**src/rtl/io_pkg.sv**
```systemverilog
// Shared definitions for the board input conditioner: default timing
// parameters, port widths and the per-button debounce state type.
package io_pkg;

    localparam int SYNC_STAGES_DEFAULT     = 2;
    localparam int DEBOUNCE_CYCLES_DEFAULT = 500000;   // 10 ms at 50 MHz
    localparam int NUM_SW                  = 32;
    localparam int NUM_BTN                 = 4;

    typedef enum logic {
        STABLE  = 1'b0,
        PENDING = 1'b1
    } debounce_state_e;

    // Counter must hold DEBOUNCE_CYCLES-1; never narrower than one bit.
    function automatic int counter_width(input int cycles);
        return (cycles > 2) ? $clog2(cycles) : 1;
    endfunction

    function automatic logic released_level(input bit active_low);
        return active_low ? 1'b1 : 1'b0;
    endfunction

endpackage

```
**src/rtl/debounce_cell.sv**
```systemverilog
// One button: SYNC_STAGES synchroniser, STABLE/PENDING debounce FSM with a
// saturating run counter, and registered press/release pulses.
module debounce_cell
    import io_pkg::*;
#(
    parameter int SYNC_STAGES     = SYNC_STAGES_DEFAULT,
    parameter int DEBOUNCE_CYCLES = DEBOUNCE_CYCLES_DEFAULT,
    parameter bit BTN_ACTIVE_LOW  = 1'b1
) (
    input  logic clk,
    input  logic rst,
    input  logic raw,
    output logic level,
    output logic press_pulse,
    output logic release_pulse
);

    localparam int             CW       = counter_width(DEBOUNCE_CYCLES);
    localparam logic [CW-1:0]  LAST     = CW'(DEBOUNCE_CYCLES - 1);
    localparam logic           RELEASED = released_level(BTN_ACTIVE_LOW);

    logic [SYNC_STAGES-1:0] sync;
    logic                   btn_s;
    debounce_state_e        state;
    logic [CW-1:0]          count;

    assign btn_s = sync[SYNC_STAGES-1];

    // Pulses are registered in the same branch that toggles level, so a
    // pulse is visible exactly during the first cycle of the new level.
    always_ff @(posedge clk) begin
        if (rst) begin
            sync          <= {SYNC_STAGES{RELEASED}};
            state         <= STABLE;
            count         <= '0;
            level         <= RELEASED;
            press_pulse   <= 1'b0;
            release_pulse <= 1'b0;
        end else begin
            sync          <= {sync[SYNC_STAGES-2:0], raw};
            press_pulse   <= 1'b0;
            release_pulse <= 1'b0;
            case (state)
                STABLE: begin
                    if (btn_s != level) begin
                        state <= PENDING;
                        count <= CW'(1);
                    end
                end
                PENDING: begin
                    if (btn_s == level) begin
                        state <= STABLE;
                        count <= '0;
                    end else if (count == LAST) begin
                        level <= ~level;
                        state <= STABLE;
                        count <= '0;
                        if (level == RELEASED) begin
                            press_pulse <= 1'b1;
                        end else begin
                            release_pulse <= 1'b1;
                        end
                    end else begin
                        count <= count + CW'(1);
                    end
                end
                default: begin
                    state <= STABLE;
                    count <= '0;
                end
            endcase
        end
    end

endmodule

```
**src/rtl/input_conditioner.sv**
```systemverilog
// Board input front end: synchronised (not debounced) switches and four
// synchronised, debounced buttons with press/release pulses.
module input_conditioner
    import io_pkg::*;
#(
    parameter int SYNC_STAGES     = SYNC_STAGES_DEFAULT,
    parameter int DEBOUNCE_CYCLES = DEBOUNCE_CYCLES_DEFAULT,
    parameter bit BTN_ACTIVE_LOW  = 1'b1
) (
    input  logic               clk,
    input  logic               rst,
    input  logic [NUM_SW-1:0]  sw_raw,
    input  logic [NUM_BTN-1:0] btn_raw,
    output logic [NUM_SW-1:0]  io_sw,
    output logic [NUM_BTN-1:0] io_btn,
    output logic [NUM_BTN-1:0] btn_press,
    output logic [NUM_BTN-1:0] btn_release
);

    logic [NUM_SW-1:0] sw_sync [SYNC_STAGES];

    // NOTE: non-blocking so each stage captures its predecessor's pre-edge
    // value; blocking here would collapse the chain into a single flop.
    always_ff @(posedge clk) begin
        if (rst) begin
            for (int s = 0; s < SYNC_STAGES; s++) begin
                sw_sync[s] <= '0;
            end
        end else begin
            sw_sync[0] <= sw_raw;
            for (int s = 1; s < SYNC_STAGES; s++) begin
                sw_sync[s] <= sw_sync[s-1];
            end
        end
    end

    assign io_sw = sw_sync[SYNC_STAGES-1];

    for (genvar i = 0; i < NUM_BTN; i++) begin : g_btn
        debounce_cell #(
            .SYNC_STAGES     (SYNC_STAGES),
            .DEBOUNCE_CYCLES (DEBOUNCE_CYCLES),
            .BTN_ACTIVE_LOW  (BTN_ACTIVE_LOW)
        ) u_cell (
            .clk           (clk),
            .rst           (rst),
            .raw           (btn_raw[i]),
            .level         (io_btn[i]),
            .press_pulse   (btn_press[i]),
            .release_pulse (btn_release[i])
        );
    end

endmodule
```
**config.mk**
```make
export PLATFORM = sky130hd
export DESIGN_NAME = input_conditioner
export DESIGN_NICKNAME = d
export VERILOG_FILES = /design/src/rtl/io_pkg.sv /design/src/rtl/debounce_cell.sv /design/src/rtl/input_conditioner.sv
export SDC_FILE = /design/constraint.sdc
export NUM_CORES = 1
export LEC_CHECK = 0
export CAP_MARGIN = 20
export CORE_ASPECT_RATIO = 1.25
export CORE_MARGIN = 2
export CORE_UTILIZATION = 55
export CTS_CLUSTER_SIZE = 10
export DETAILED_ROUTE_END_ITERATION = 6
export HOLD_SLACK_MARGIN = 0.02
export PLACE_DENSITY = 0.79
export SYNTH_ARGS = -nofsm -noshare
export SYNTH_HDL_FRONTEND = slang
export SYNTH_SLANG_ARGS = --single-unit
```
**constraint.sdc**
```tcl
create_clock -name clk -period 4.15 [get_ports clk]
set_clock_uncertainty 0.1 [all_clocks]
set_input_delay 0.415 -clock clk [delete_from_list [all_inputs] [get_ports clk]]
set_output_delay 0.415 -clock clk [all_outputs]
set_load 0.02 [all_outputs]
```
## Word level (Yosys, flattened, before mapping)

Memory sizes are Yosys's and may differ from the RTL's.
Index checks and enable logic that the tools add are counted.

| word-level totals | value |
|---|---|
| word-level logic and storage cells | 116 |
| memories | 1 |
| output and inout port bits | 44 |
| bits in writable memories | 64 |
| memory bits (read-only) | 0 |
| flip-flop bits (word level) | 100 |
| latch bits | 0 |
| input port bits | 38 |

Memories:

| memory | depth | width | read ports | clocked after memory_dff | write ports | line | RTL |
|---|---|---|---|---|---|---|---|
| sw_sync | 2 | 32 | 2 | 0 | 2 | input_conditioner.sv:20 | `logic [NUM_SW-1:0] sw_sync [SYNC_STAGES];` |

| operators by class | value |
|---|---|
| reductions and logical operators | 8 |
| add/sub/neg operators | 4 |
| muxes and demuxes | 45 |
| bitwise operators | 18 |
| magnitude comparators | 0 |
| multipliers | 0 |
| shift-type cells | 0 |
| equal/unequal tests | 16 |
| divide/modulo/power cells | 0 |

Operator list:

| cell | count |
|---|---|
| $mux W19 | 12 |
| $pmux W19 S2 | 4 |
| $add A19 B1 Y19 const B | 4 |
| $eq A19 B19 Y1 const B | 4 |
| $mux W32 | 2 |
| $mux W1 | 23 |
| $not A1 Y1 | 16 |
| $reduce_or A4 Y1 | 4 |
| $reduce_and A3 Y1 | 4 |
| $ne A2 B1 Y1 const B | 4 |
| $pmux W1 S2 | 4 |
| $eq A1 B1 Y1 | 4 |
| $ne A1 B1 Y1 | 4 |
| $or A1 B1 Y1 | 2 |

## Longest topological paths before layout

| depth | value |
|---|---|
| word-level depth | 4 |
| mapped depth | 9 |
| depth with buffers taken out | 6 |

## Cells and area by module

A second synthesis with hierarchy kept.

| unflattened totals | value |
|---|---|
| cell total of the unflattened synthesis | 727 |
| area, all modules | 7028.0 um2 |

Modules (own cells, without submodules):

| module | instances | sequential area each (um2) | area an instance (um2) | cells an instance |
|---|---|---|---|---|
| debounce_cell | 4 | 500.5 | 1217.4 | 140 |
| input_conditioner | 1 | 1281.2 | 2158.3 | 167 |

## Worst setup path before layout

Ideal clock, no wire load.

| path | value |
|---|---|
| kind | reg2reg |
| from | register g_btn[0].u_cell.count[0] |
| to | register g_btn[0].u_cell.count[6] |
| clock period less this slack | 1.997 ns |
| cell stages (with the launch flop) | 9 |
| library setup time | 0.117 ns |
| required time | 3.933 ns |
| buffers on the path | 2 |
| arrival | 1.780 ns |
| slack | 2.153 ns |
| cell sequence | dfxtp_1 ha_1 and4_1 clkbuf_1 and4_1 a211oi_2 buf_6 a21o_1 a22o_1 |

| between the ends | value |
|---|---|
| longest elaborated chain between the ends | 4 |
| elaborated cells between the ends (all ways) | 5 |
| classes of those cells | add/sub (1); eq/ne (1); mux (3) |

Ends and longest elaborated chain:

| element | line | RTL |
|---|---|---|
| start: declaration | debounce_cell.sv:25 | `logic [CW-1:0] count;` |
| start signal: assignment | debounce_cell.sv:64 | `count <= count + CW'(1);` |
| $add A19 B1 Y19 or $eq A19 B19 Y1 (tied branches) | debounce_cell.sv:64, debounce_cell.sv:54 |  |
| $mux W19 * | debounce_cell.sv:54 | `end else if (count == LAST) begin` |
| $mux W19 * | debounce_cell.sv:51 | `if (btn_s == level) begin` |
| $pmux W19 S2 * | debounce_cell.sv:43 | `case (state)` |

Every way passes the cells marked *; elsewhere a longest branch is shown, timed or not.
A chain may end at the register's enable or synchronous reset.

## Worst setup path after layout

| path | value |
|---|---|
| from | register g_btn[3].u_cell.count[0] |
| to | register g_btn[3].u_cell.count[7] |

| between the ends | value |
|---|---|
| longest elaborated chain between the ends | 4 |
| elaborated cells between the ends (all ways) | 5 |
| classes of those cells | add/sub (1); eq/ne (1); mux (3) |

Ends and longest elaborated chain:

| element | line |
|---|---|
| start: declaration | debounce_cell.sv:25 |
| start signal: assignment | debounce_cell.sv:64 |
| $add A19 B1 Y19 or $eq A19 B19 Y1 (tied branches) | debounce_cell.sv:64, debounce_cell.sv:54 |
| $mux W19 * | debounce_cell.sv:54 |
| $mux W19 * | debounce_cell.sv:51 |
| $pmux W19 S2 * | debounce_cell.sv:43 |

Marks and branches as above.

==> impl_metrics.ini <==
[die]
die_y_um = 129
die_x_um = 104
dieArea_um2 = 13500
io_pins = 82
core_area_um2 = 12200
rows = 45
initial_core_util = 0.566

[timing]
setup_tns_ns = 0
fmax_ghz = 0.427
hold_violations = 0
worstMarginPinSlew_ns = 1.01
slew_viol_final = 0
min_period_over_period = 0.564
relSlewSlack = 0.323
finalCriticalPeriod_ns = 2.34
rsz0062_at_grt = no
setup_violations = 0

[clock_tree]
postCtsSetupBuffers = 0
clock-sinks = 164
root_buffer = clkbuf_16
cts_tree = built
cts.path.max_buffers = 2
cts_inserted_buffers = 17
htreeDepth = 4
clock_latency_ns = 0.42
ctsHoldBuffers = 0
cts_resized = 0
clk_pin_slew_ns = 0.06

[worst_setup_path]
worstPathMaxFanout = 29
critPathLaunch = g_btn[3].u_cell.count[0]
path_class = reg2reg
end_kind = flop
cp-start-kind = flop
required_ns = 4.36
arrival_ns = 2.55
worstReg2RegStart = g_btn[3].u_cell.count[0]

[final_layout]
drive_above_1_share = 0.0750
n_antenna_cell = 0
area_growth_pct = 16.3
nets = 816
final_core_util = 0.658

[drt]
via_count = 5338
viasPerCell = 5.61
routed_wl_um = 13100
dr.pass1.iters = 5
drtIter0Drc = 321
ant_nets = 0
drcViolationCount = 0
wire_per_inst_um = 13.8

[grt]
grt_pass1_wl_um = 22100
grt_pass1_vias = 4946
antenna_found_initial = 0
grt_overflow_total = 0
track_usage = 0.200
grt_max_degree = 108

[yosys]
netlist_area_um2 = 6920
syn-num-nets = 788
synth_seq_cells = 164
ys_async_sr_fraction = 0
synthFlopType = dfxtp_1
syn_area_per_cell_um2 = 9.27
synth_edf_count = 0
synthCells = 746
yosysSeqAreaShare = 0.475
yosysWarnings = 0
ys_types = 64

[place]
dp_hpwl_um = 8960
place_congestion = 0.835
io_buffers = 81

[worst_hold_path]
worstHoldPathType = reg2reg
min-delay-start = g_btn[3].u_cell.sync[0]

[power_and_ir_drop]
cellPowerDensity_nw_per_um2 = 405
ir_drop_mv = 0.308
power_leakage_uw = 0.00286

[outcome]
status = complete, no violations

[job]
cap_violations = 0
==> where the power goes <==
| group | total [uW] | switching, uW | internal, uW |
|---|---|---|---|
| clock | 1480 | 688 | 796 |
| sequential | 1620 | 13.3 | 1610 |
| combinational | 154 | 72.4 | 81.5 |
==> synthesized netlist by cell type, drive strengths merged, types with 5 or more instances <==
| cell | n | share of area |
|---|---|---|
| and2 | 7 | 0.0063 |
| nor2 | 31 | 0.017 |
| nand2b | 10 | 0.0090 |
| nor2b | 66 | 0.060 |
| a21oi | 45 | 0.034 |
| xnor2 | 10 | 0.013 |
| mux2i | 11 | 0.016 |
| buf | 57 | 0.059 |
| o21ai | 21 | 0.015 |
| o21a | 6 | 0.0065 |
| nor4 | 9 | 0.014 |
| a22o | 13 | 0.016 |
| or2 | 9 | 0.0081 |
| and3 | 16 | 0.014 |
| nand3 | 36 | 0.026 |
| nand2 | 56 | 0.030 |
| a31oi | 34 | 0.031 |
| and4 | 10 | 0.013 |
| dfxtp | 164 | 0.47 |
| inv | 8 | 0.0043 |
| nor3 | 20 | 0.015 |
| nor4b | 5 | 0.0072 |
| nand4 | 19 | 0.017 |
| or3 | 7 | 0.0063 |
| clkbuf | 19 | 0.010 |
| xor2 | 6 | 0.0087 |
| a21o | 6 | 0.0065 |
==> routing by layer <==
layer,routed length (um),vias to the layer above,GRT usage
met3,996,18,0.0724
met2,6370,159,0.341
met5,0,-,0
li1,-,2678,-
met1,5530,2483,0.227
met4,228,0,0.0898
==> logic make-up after synthesis <==
family	share of synthesized area
and+or+nand+nor	0.277
muxes	0.0159
DFF	0.475
adders and majority gates	0.00723
AOI/OAI and AO/OA	0.130
buffers and inverters	0.0741
xor gates and xnor gates	0.0213
==> cells in the final DEF, fill, tap and decap left out, drive strengths merged, types with 3 or more instances in the layout <==
master,count
or3,7
nor2b,66
nand2,56
and4,10
a22o,13
or2b,3
nor4,9
and2,7
nand3,36
or4,3
and3,16
clkdlybuf4s50,80
a21oi,45
ha,4
nand2b,10
nor3,20
o21ai,21
a31oi,34
nor4b,5
or4b,4
a21o,6
or2,9
buf,4
inv,20
nand4,19
xnor2,10
nand3b,3
nor2,31
clkbuf,19
mux2i,11
o21a,6
xor2,6
dfxtp,164
==> sequential cells by signal, indices dropped and copies added (netlist names) <==
| signal | count |
|---|---|
| g_btn.u_cell.count | 76 |
| sw_sync | 64 |
| g_btn.u_cell.state | 4 |
| g_btn.u_cell.press_pulse | 4 |
| g_btn.u_cell.release_pulse | 4 |
| g_btn.u_cell.sync | 8 |
| g_btn.u_cell.level | 4 |
==> final cells by class <==
class / instances / area, um2
clock inverter: 14 / 130
clock buffer: 18 / 429
multi-input combinational: 498 / 3120
fill: 1007 / 4170
tap: 164 / 205
inverter: 8 / 30.0
timing repair buffer: 85 / 843
sequential: 164 / 3280
==> worst max-delay path, stage by stage, from the launching register on <==
cell and delay [ns]:
dfxtp_1 0.36, ha_1 0.23, and4_1 0.31, nand2_1 0.13
o31a_1 0.54, and3_1 0.30, a221o_1 0.25
==> per-stage QoR <==
stage	setup slack [ns]	power [uW]	area, um2	hold slack (ns)	instances
global placement	1.68	1810	7460	0.296	916
floorplan	2.15	1750	6920	0.289	746
detailed placement	1.55	1810	7460	0.296	916
finish	1.81	3260	8040	0.315	951
CTS	1.67	3300	8020	0.316	948
global route	1.56	3370	8040	0.319	951
==> worst paths after layout <==
| check | end | slack, ns | depth (start not counted) |
|---|---|---|---|
| setup / recovery | g_btn[3].u_cell.count[7] | 1.81 | 6 |
| hold / removal | g_btn[3].u_cell.sync[1] | 0.32 | 1 |
| setup reg to reg | g_btn[3].u_cell.count[7] | 1.81 | 6 |
| hold reg to reg | g_btn[3].u_cell.sync[1] | 0.32 | 1 |
No activity file was read; power rests on OpenSTA's default activity.
